===== src/rtl/spi_master_oversampled.sv =====
// SPI mode-0 master: SCK by integer division of clk_in, MISO captured through a
// 2-FF synchronizer a fixed number of clk_in cycles into each SCK-high phase.
module spi_master_oversampled #(
    parameter int DATA_W     = 8,
    parameter int CLK_DIV    = 5,
    parameter int SAMPLE_DLY = 3,
    parameter int CS_SETUP   = 4,
    parameter int CS_HOLD    = 4,
    parameter int CS_IDLE    = 4
) (
    input  logic              clk_in,
    input  logic              rst,
    input  logic              start,
    input  logic [DATA_W-1:0] tx_data,
    output logic              busy,
    output logic              done,
    output logic [DATA_W-1:0] rx_data,
    output logic              spi_cs,
    output logic              spi_sck,
    output logic              spi_mosi,
    input  logic              spi_miso
);

    localparam int M1      = (CLK_DIV > CS_SETUP) ? CLK_DIV : CS_SETUP;
    localparam int M2      = (CS_HOLD > CS_IDLE) ? CS_HOLD : CS_IDLE;
    localparam int CNT_MAX = (M1 > M2) ? M1 : M2;
    localparam int CNT_W   = $clog2(CNT_MAX + 1);
    localparam int BIT_W   = (DATA_W > 2) ? $clog2(DATA_W) : 1;

    localparam logic [CNT_W-1:0] SETUP_LAST  = CNT_W'(CS_SETUP - 1);
    localparam logic [CNT_W-1:0] DIV_LAST    = CNT_W'(CLK_DIV - 1);
    localparam logic [CNT_W-1:0] SAMPLE_LAST = CNT_W'(SAMPLE_DLY - 1);
    localparam logic [CNT_W-1:0] HOLD_LAST   = CNT_W'(CS_HOLD - 1);
    // The IDLE cycle in which the next start is taken is part of the CS-high gap,
    // so GAP itself runs one cycle short of CS_IDLE.
    localparam logic [CNT_W-1:0] GAP_LAST    = CNT_W'(CS_IDLE - 2);
    localparam logic [BIT_W-1:0] BIT_LAST    = BIT_W'(DATA_W - 1);

    if (DATA_W < 2) begin : g_bad_data_w
        $error("DATA_W must be >= 2");
    end
    if (CLK_DIV < 2) begin : g_bad_clk_div
        $error("CLK_DIV must be >= 2");
    end
    if (SAMPLE_DLY < 1 || SAMPLE_DLY > CLK_DIV) begin : g_bad_sample_dly
        $error("SAMPLE_DLY must satisfy 1 <= SAMPLE_DLY <= CLK_DIV");
    end
    if (CS_SETUP < 1 || CS_HOLD < 1 || CS_IDLE < 1) begin : g_bad_cs
        $error("CS_SETUP, CS_HOLD and CS_IDLE must be >= 1");
    end

    typedef enum logic [2:0] {IDLE, SETUP, SCK_HI, SCK_LO, HOLD, GAP} state_t;

    state_t            state;
    logic [CNT_W-1:0]  cnt;
    logic [BIT_W-1:0]  bit_cnt;
    logic [DATA_W-1:0] tx_sh;
    logic [DATA_W-1:0] rx_sh;
    logic              miso_m;
    logic              miso_s;

    always_ff @(posedge clk_in or negedge rst) begin
        if (!rst) begin
            state    <= IDLE;
            cnt      <= '0;
            bit_cnt  <= '0;
            tx_sh    <= '0;
            rx_sh    <= '0;
            miso_m   <= 1'b0;
            miso_s   <= 1'b0;
            busy     <= 1'b0;
            done     <= 1'b0;
            rx_data  <= '0;
            spi_cs   <= 1'b1;
            spi_sck  <= 1'b0;
            spi_mosi <= 1'b0;
        end else begin
            miso_m <= spi_miso;
            miso_s <= miso_m;
            done   <= 1'b0;
            unique case (state)
                IDLE: begin
                    if (start) begin
                        tx_sh    <= tx_data;
                        spi_mosi <= tx_data[DATA_W-1];
                        spi_cs   <= 1'b0;
                        busy     <= 1'b1;
                        cnt      <= '0;
                        bit_cnt  <= '0;
                        state    <= SETUP;
                    end
                end
                SETUP: begin
                    if (cnt == SETUP_LAST) begin
                        cnt     <= '0;
                        spi_sck <= 1'b1;
                        state   <= SCK_HI;
                    end else begin
                        cnt <= cnt + CNT_W'(1);
                    end
                end
                SCK_HI: begin
                    if (cnt == SAMPLE_LAST) begin
                        rx_sh <= {rx_sh[DATA_W-2:0], miso_s};
                    end
                    if (cnt == DIV_LAST) begin
                        cnt     <= '0;
                        spi_sck <= 1'b0;
                        state   <= SCK_LO;
                    end else begin
                        cnt <= cnt + CNT_W'(1);
                    end
                end
                SCK_LO: begin
                    if (cnt == DIV_LAST) begin
                        cnt <= '0;
                        if (bit_cnt == BIT_LAST) begin
                            state <= HOLD;
                        end else begin
                            // MOSI moves on the same edge SCK rises, i.e. never mid-high.
                            bit_cnt  <= bit_cnt + BIT_W'(1);
                            tx_sh    <= {tx_sh[DATA_W-2:0], 1'b0};
                            spi_mosi <= tx_sh[DATA_W-2];
                            spi_sck  <= 1'b1;
                            state    <= SCK_HI;
                        end
                    end else begin
                        cnt <= cnt + CNT_W'(1);
                    end
                end
                HOLD: begin
                    if (cnt == HOLD_LAST) begin
                        cnt      <= '0;
                        spi_cs   <= 1'b1;
                        done     <= 1'b1;
                        rx_data  <= rx_sh;
                        spi_mosi <= 1'b0;
                        if (CS_IDLE == 1) begin
                            busy  <= 1'b0;
                            state <= IDLE;
                        end else begin
                            state <= GAP;
                        end
                    end else begin
                        cnt <= cnt + CNT_W'(1);
                    end
                end
                GAP: begin
                    if (cnt == GAP_LAST) begin
                        cnt   <= '0;
                        busy  <= 1'b0;
                        state <= IDLE;
                    end else begin
                        cnt <= cnt + CNT_W'(1);
                    end
                end
                default: state <= IDLE;
            endcase
        end
    end

endmodule


===== config.mk =====
export PLATFORM = sky130hd
export DESIGN_NAME = spi_master_oversampled
export DESIGN_NICKNAME = d
export VERILOG_FILES = /design/src/rtl/spi_master_oversampled.sv
export SDC_FILE = /design/constraint.sdc
export NUM_CORES = 1
export LEC_CHECK = 0
export CAP_MARGIN = 40
export CELL_PAD_IN_SITES_DETAIL_PLACEMENT = 1
export CELL_PAD_IN_SITES_GLOBAL_PLACEMENT = 2
export CORE_ASPECT_RATIO = 1.2
export CORE_MARGIN = 1
export CORE_UTILIZATION = 35
export CTS_CLUSTER_DIAMETER = 80
export CTS_CLUSTER_SIZE = 10
export DETAILED_ROUTE_END_ITERATION = 10
export PLACE_DENSITY = 0.81
export SLEW_MARGIN = 10
export SYNTH_ARGS = -nofsm -noshare
export SYNTH_HDL_FRONTEND = slang
export SYNTH_SLANG_ARGS = --single-unit

===== constraint.sdc =====
create_clock -name clk_in -period 3 [get_ports clk_in]
set_clock_uncertainty 0.05 [all_clocks]
set_input_delay 0.9 -clock clk_in [delete_from_list [all_inputs] [get_ports clk_in]]
set_output_delay 0.9 -clock clk_in [all_outputs]
set_load 0.05 [all_outputs]

==> results.md <==
- In this run the count of I/O pins placed on the die edge is 25.
- At the worst endpoint, the arrival time is 1650 ps.
- The class of the worst hold path is reg2reg.
- The static leakage is 1.07 nW.
- The total clock buffers created by CTS is 5.
- Once detailed placement completed, the half-perimeter wirelength came to 3.01 mm.
- After synthesis, the cell types taking the most area are sky130_fd_sc_hd__dfrtp_1 (49%), sky130_fd_sc_hd__mux2_2 (13%), sky130_fd_sc_hd__mux2_4 (5.4%).
- For this run, the total global-route usage over all layers was measured as 0.158.
- Of the synthesized area, sequential elements account for 0.500.
- Dividing the final minimum period by the clock period gives 0.867.
- Once detail routing completed, the nets flagged for antenna violations numbered 0.
- The kind of cell adding the most delay to the critical path is buffers and inverters.
- For hold timing, the worst endpoint is miso_s.
- In this run the tightest slew margin relative to its limit is 0.602.
- The net total in the final layout is 210.
- The number of remaining DRC errors is 0.
- The count of non-filler cells in the finished layout is 253.
- In this run the register-to-register setup slack is 810 ps.
- After synthesis, the netlist uses 34 different library cells.
- Summed over all layers, the routed wires come to 4.08 mm.
- The reg-to-reg endpoint is bit_cnt[1].
- The number of failing setup endpoints in the final timing report is 0.
- The final estimated routing congestion in global placement is 0.752.
- The H-tree was split into 2 levels.
- Clock latency on the worst-skew pair, taken at its later pin, is 290 ps.
- The post-cts hold buffer count is 0.
- Of the post-synthesis cell area, the dominant cell type holds 0.487.
- Dividing total power by cell area gives a power density of 912 mW/mm2.
- The prevailing post-synth register cell is sky130_fd_sc_hd__dfrtp_1.
- The first TritonRoute pass finished after 4 iterations.
- The clock-pin slew reported for the worst setup and hold paths after clock tree synthesis is 80 ps.
- The largest area contributor in the netlist is sky130_fd_sc_hd__dfrtp_1.
- The type of the worst setup path is reg2out.
- The first global-routing pass estimated 7.11 mm of wire.
- The y dimension of the die is 83.9 um.
- In the final layout, the share of cells above drive strength 1 is 0.230.
- STA classifies the critical path endpoint as an output port.
- Walking the worst path, the cells encountered are clkdlybuf4s50_1.
- The die covers 0.00589 mm2.
- The number of fill cells in the layout is 561.
- Including well taps, the total number of placed cells is 245.
- The number of gates resized after CTS was 0.
- The number of pins with negative max-slew slack in the final report is 0.
- The mean cell area of the mapped netlist is 11.8 um2.
- The number of antenna violations at the first check in global routing is 0.
- The flow ran to the end, and the final reports show no timing, DRC or antenna violations.
- Among all stages on the critical path, the largest delay is contributed by sky130_fd_sc_hd__clkdlybuf4s50_1.
- The netlist area before placement is 0.00195 mm2.
- The count of endpoints failing hold in the final timing report is 0.
- The post-route setup TNS is 0 ps.
- The width of the die is 70.2 um.
- The amount of wire on met2 after detailed routing is 2.09 mm.
- The largest incremental delay on the critical path is 810 ps.
- After clock tree synthesis, the setup repair step added 0 buffers.
- From synthesis to final layout, the design area changed by 19.7%.
- The cell depth of the worst hold path is 0.
- The maximum number of pins on one net before global-route repair is 26.
- The total buffers and inverters traversed by the critical path is 1.
- After technology mapping, the gate count stands at 165.
- The cell sitting at the root of the clock tree is a sky130_fd_sc_hd__clkbuf_8.
- The starting utilization of the core area is 0.366.
- The biggest fanout along the worst timing path is 3.
- The number of core rows is 29.
- STA puts the critical path data required time at 2050 ps.
- For this block, wires on met1 add up to 1.75 mm.
- TritonCTS built the clock tree.
- The routed layout has 1320 vias.
- The antenna diode count is 0.
- The per-cell via count in the routed design is 5.22.
- The worst path needs 2600 ps of the cycle, external delays included.
- The synthesized design contains 0 enable-type register cells.
- The worst setup path is launched from a flop.
- The violation count after the first detailed-routing iteration is 23.
- Across the VDD grid, the largest voltage drop is 0.490 mV.
- The total number of clock tree sinks is 39.
- The number of nets in the synthesized netlist is 185.
- The startpoint identified for the worst register-to-register timing path is state[1].
- The via count of the first global-routing pass came to 1478.
- In the synthesized netlist the async set-or-reset flop fraction comes to 1.00.
- The top layer reached by signal wires is met4.
- Setup repair after global routing left no endpoint under its margin.
- In the final routed layout, each cell accounts on average for 16.1 um.
- Based on the critical path, the design can be clocked at up to 0.384 GHz.
- The port buffer count is 24.
- The number of cells on the worst reg-to-reg path is 5.
- In this run the most critical hold path is launched from miso_m.
- The logic depth of the worst path, buffers included is 1.
- The tool flagged a number of max-cap violations equal to 0.
- The post-synthesis sequential element count is 39.
- Summed over all nets, wire length on met3 after detailed routing comes to 115 um.
- The total congestion overflow after global routing is 0.
- During synthesis, Yosys emitted a total of 0 warnings.
- The worst-case clock buffer depth is 2.
- At the pin with the least slew margin, the transition time is 597 ps.
- The core region area is 0.00533 mm2.
==> worst max path at each step <==
stage,end,from,slack (ps)
6_report,spi_cs,spi_cs,400
5_1_grt,spi_cs,spi_cs,360
4_1_cts,spi_cs,spi_cs,380
3_5_place_dp,bit_cnt[1],start,260
3_3_place_gp,tx_sh[5],start,350
2_1_floorplan,bit_cnt[0],start,1130
==> state kept, by name (all words and copies together) (netlist names), 3 cells and up <==
signal   count
rx_data      8
bit_cnt      3
cnt          3
state        3
rx_sh        8
tx_sh        7
==> cell usage in the layout (no fill, tap or decap), drive strengths merged <==
master	instances
dfrtp	38
mux2	30
clkdlybuf4s50	23
a21oi	11
inv	9
nor2	9
nand2	8
ha	8
mux2i	6
clkbuf	6
o21ai	4
buf	4
nor2b	3
nand2b	3
nand3b	3
o22ai	3
nand3	2
and2	2
nor3	2
a32oi	2
o31ai	1
xnor2	1
o31a	1
a31oi	1
or2	1
o22a	1
o21a	1
a22oi	1
a2bb2oi	1
a31o	1
and3	1
nand4b	1
clkinv	1
clkinvlp	1
dfstp	1
==> through the flow <==
stage               total power (W)  instance area, um2   util  setup slack, ps  hold slack, ps
CTS                         0.00216                2340  0.439              378             316
detailed placement          0.00180                2250  0.423              256             298
global route                0.00228                2340  0.439              357             319
finish                      0.00213                2340  0.439              398             308
floorplan                   0.00157                1950      -             1130             281
global placement            0.00175                2230  0.418              352             285
==> final cells by class <==
class	count	area, um2	share of cell area
well taps	62	77.6	0.0332
multi-input cells	108	888	0.380
flip-flops and latches	39	977	0.418
clock buffers	6	72.6	0.0310
repair buffers	27	278	0.119
clock inverters	2	12.5	0.00535
inverters	9	33.8	0.0144
==> cells by family after synthesis <==
kind of cell             count (synthesis)  synth area share
flip-flops                              39             0.500
multiplexers                            36             0.217
AND/OR/NAND/NOR                         35            0.0922
AO/OA/AOI/OAI                           28            0.0896
buffers and inverters                   18            0.0455
adder cells (fa/ha/maj)                  8            0.0512
XOR/XNOR                                 1           0.00448
==> cells in the mapped netlist (2+ instances only) <==
| cell | n |
|---|---|
| sky130_fd_sc_hd__a21oi_1 | 11 |
| sky130_fd_sc_hd__a32oi_1 | 2 |
| sky130_fd_sc_hd__and2_1 | 2 |
| sky130_fd_sc_hd__buf_2 | 5 |
| sky130_fd_sc_hd__buf_6 | 2 |
| sky130_fd_sc_hd__clkbuf_1 | 2 |
| sky130_fd_sc_hd__dfrtp_1 | 38 |
| sky130_fd_sc_hd__ha_1 | 8 |
| sky130_fd_sc_hd__inv_1 | 9 |
| sky130_fd_sc_hd__mux2_2 | 23 |
| sky130_fd_sc_hd__mux2_4 | 7 |
| sky130_fd_sc_hd__mux2i_1 | 6 |
| sky130_fd_sc_hd__nand2_1 | 8 |
| sky130_fd_sc_hd__nand2b_1 | 3 |
| sky130_fd_sc_hd__nand3_1 | 2 |
| sky130_fd_sc_hd__nand3b_1 | 3 |
| sky130_fd_sc_hd__nor2_1 | 9 |
| sky130_fd_sc_hd__nor2b_1 | 3 |
| sky130_fd_sc_hd__nor3_1 | 2 |
| sky130_fd_sc_hd__o21ai_0 | 4 |
| sky130_fd_sc_hd__o22ai_1 | 3 |
==> power breakdown <==
part	internal (W)	total [W]	leakage [nW]	switching (W)
sequential	0.000660	0.000838	0.503	0.000178
combinational	0.000482	0.000945	0.529	0.000463
clock	0.000162	0.000350	0.0412	0.000187
==> per-layer routing <==
| layer | track usage | up-vias |
|---|---|---|
| met2 | 0.270 | 30 |
| li1 | - | 624 |
| met4 | 0.0800 | 0 |
| met5 | 0 | - |
| met3 | 0.0362 | 11 |
| met1 | 0.182 | 655 |
(Power assumes the default switching activity.)
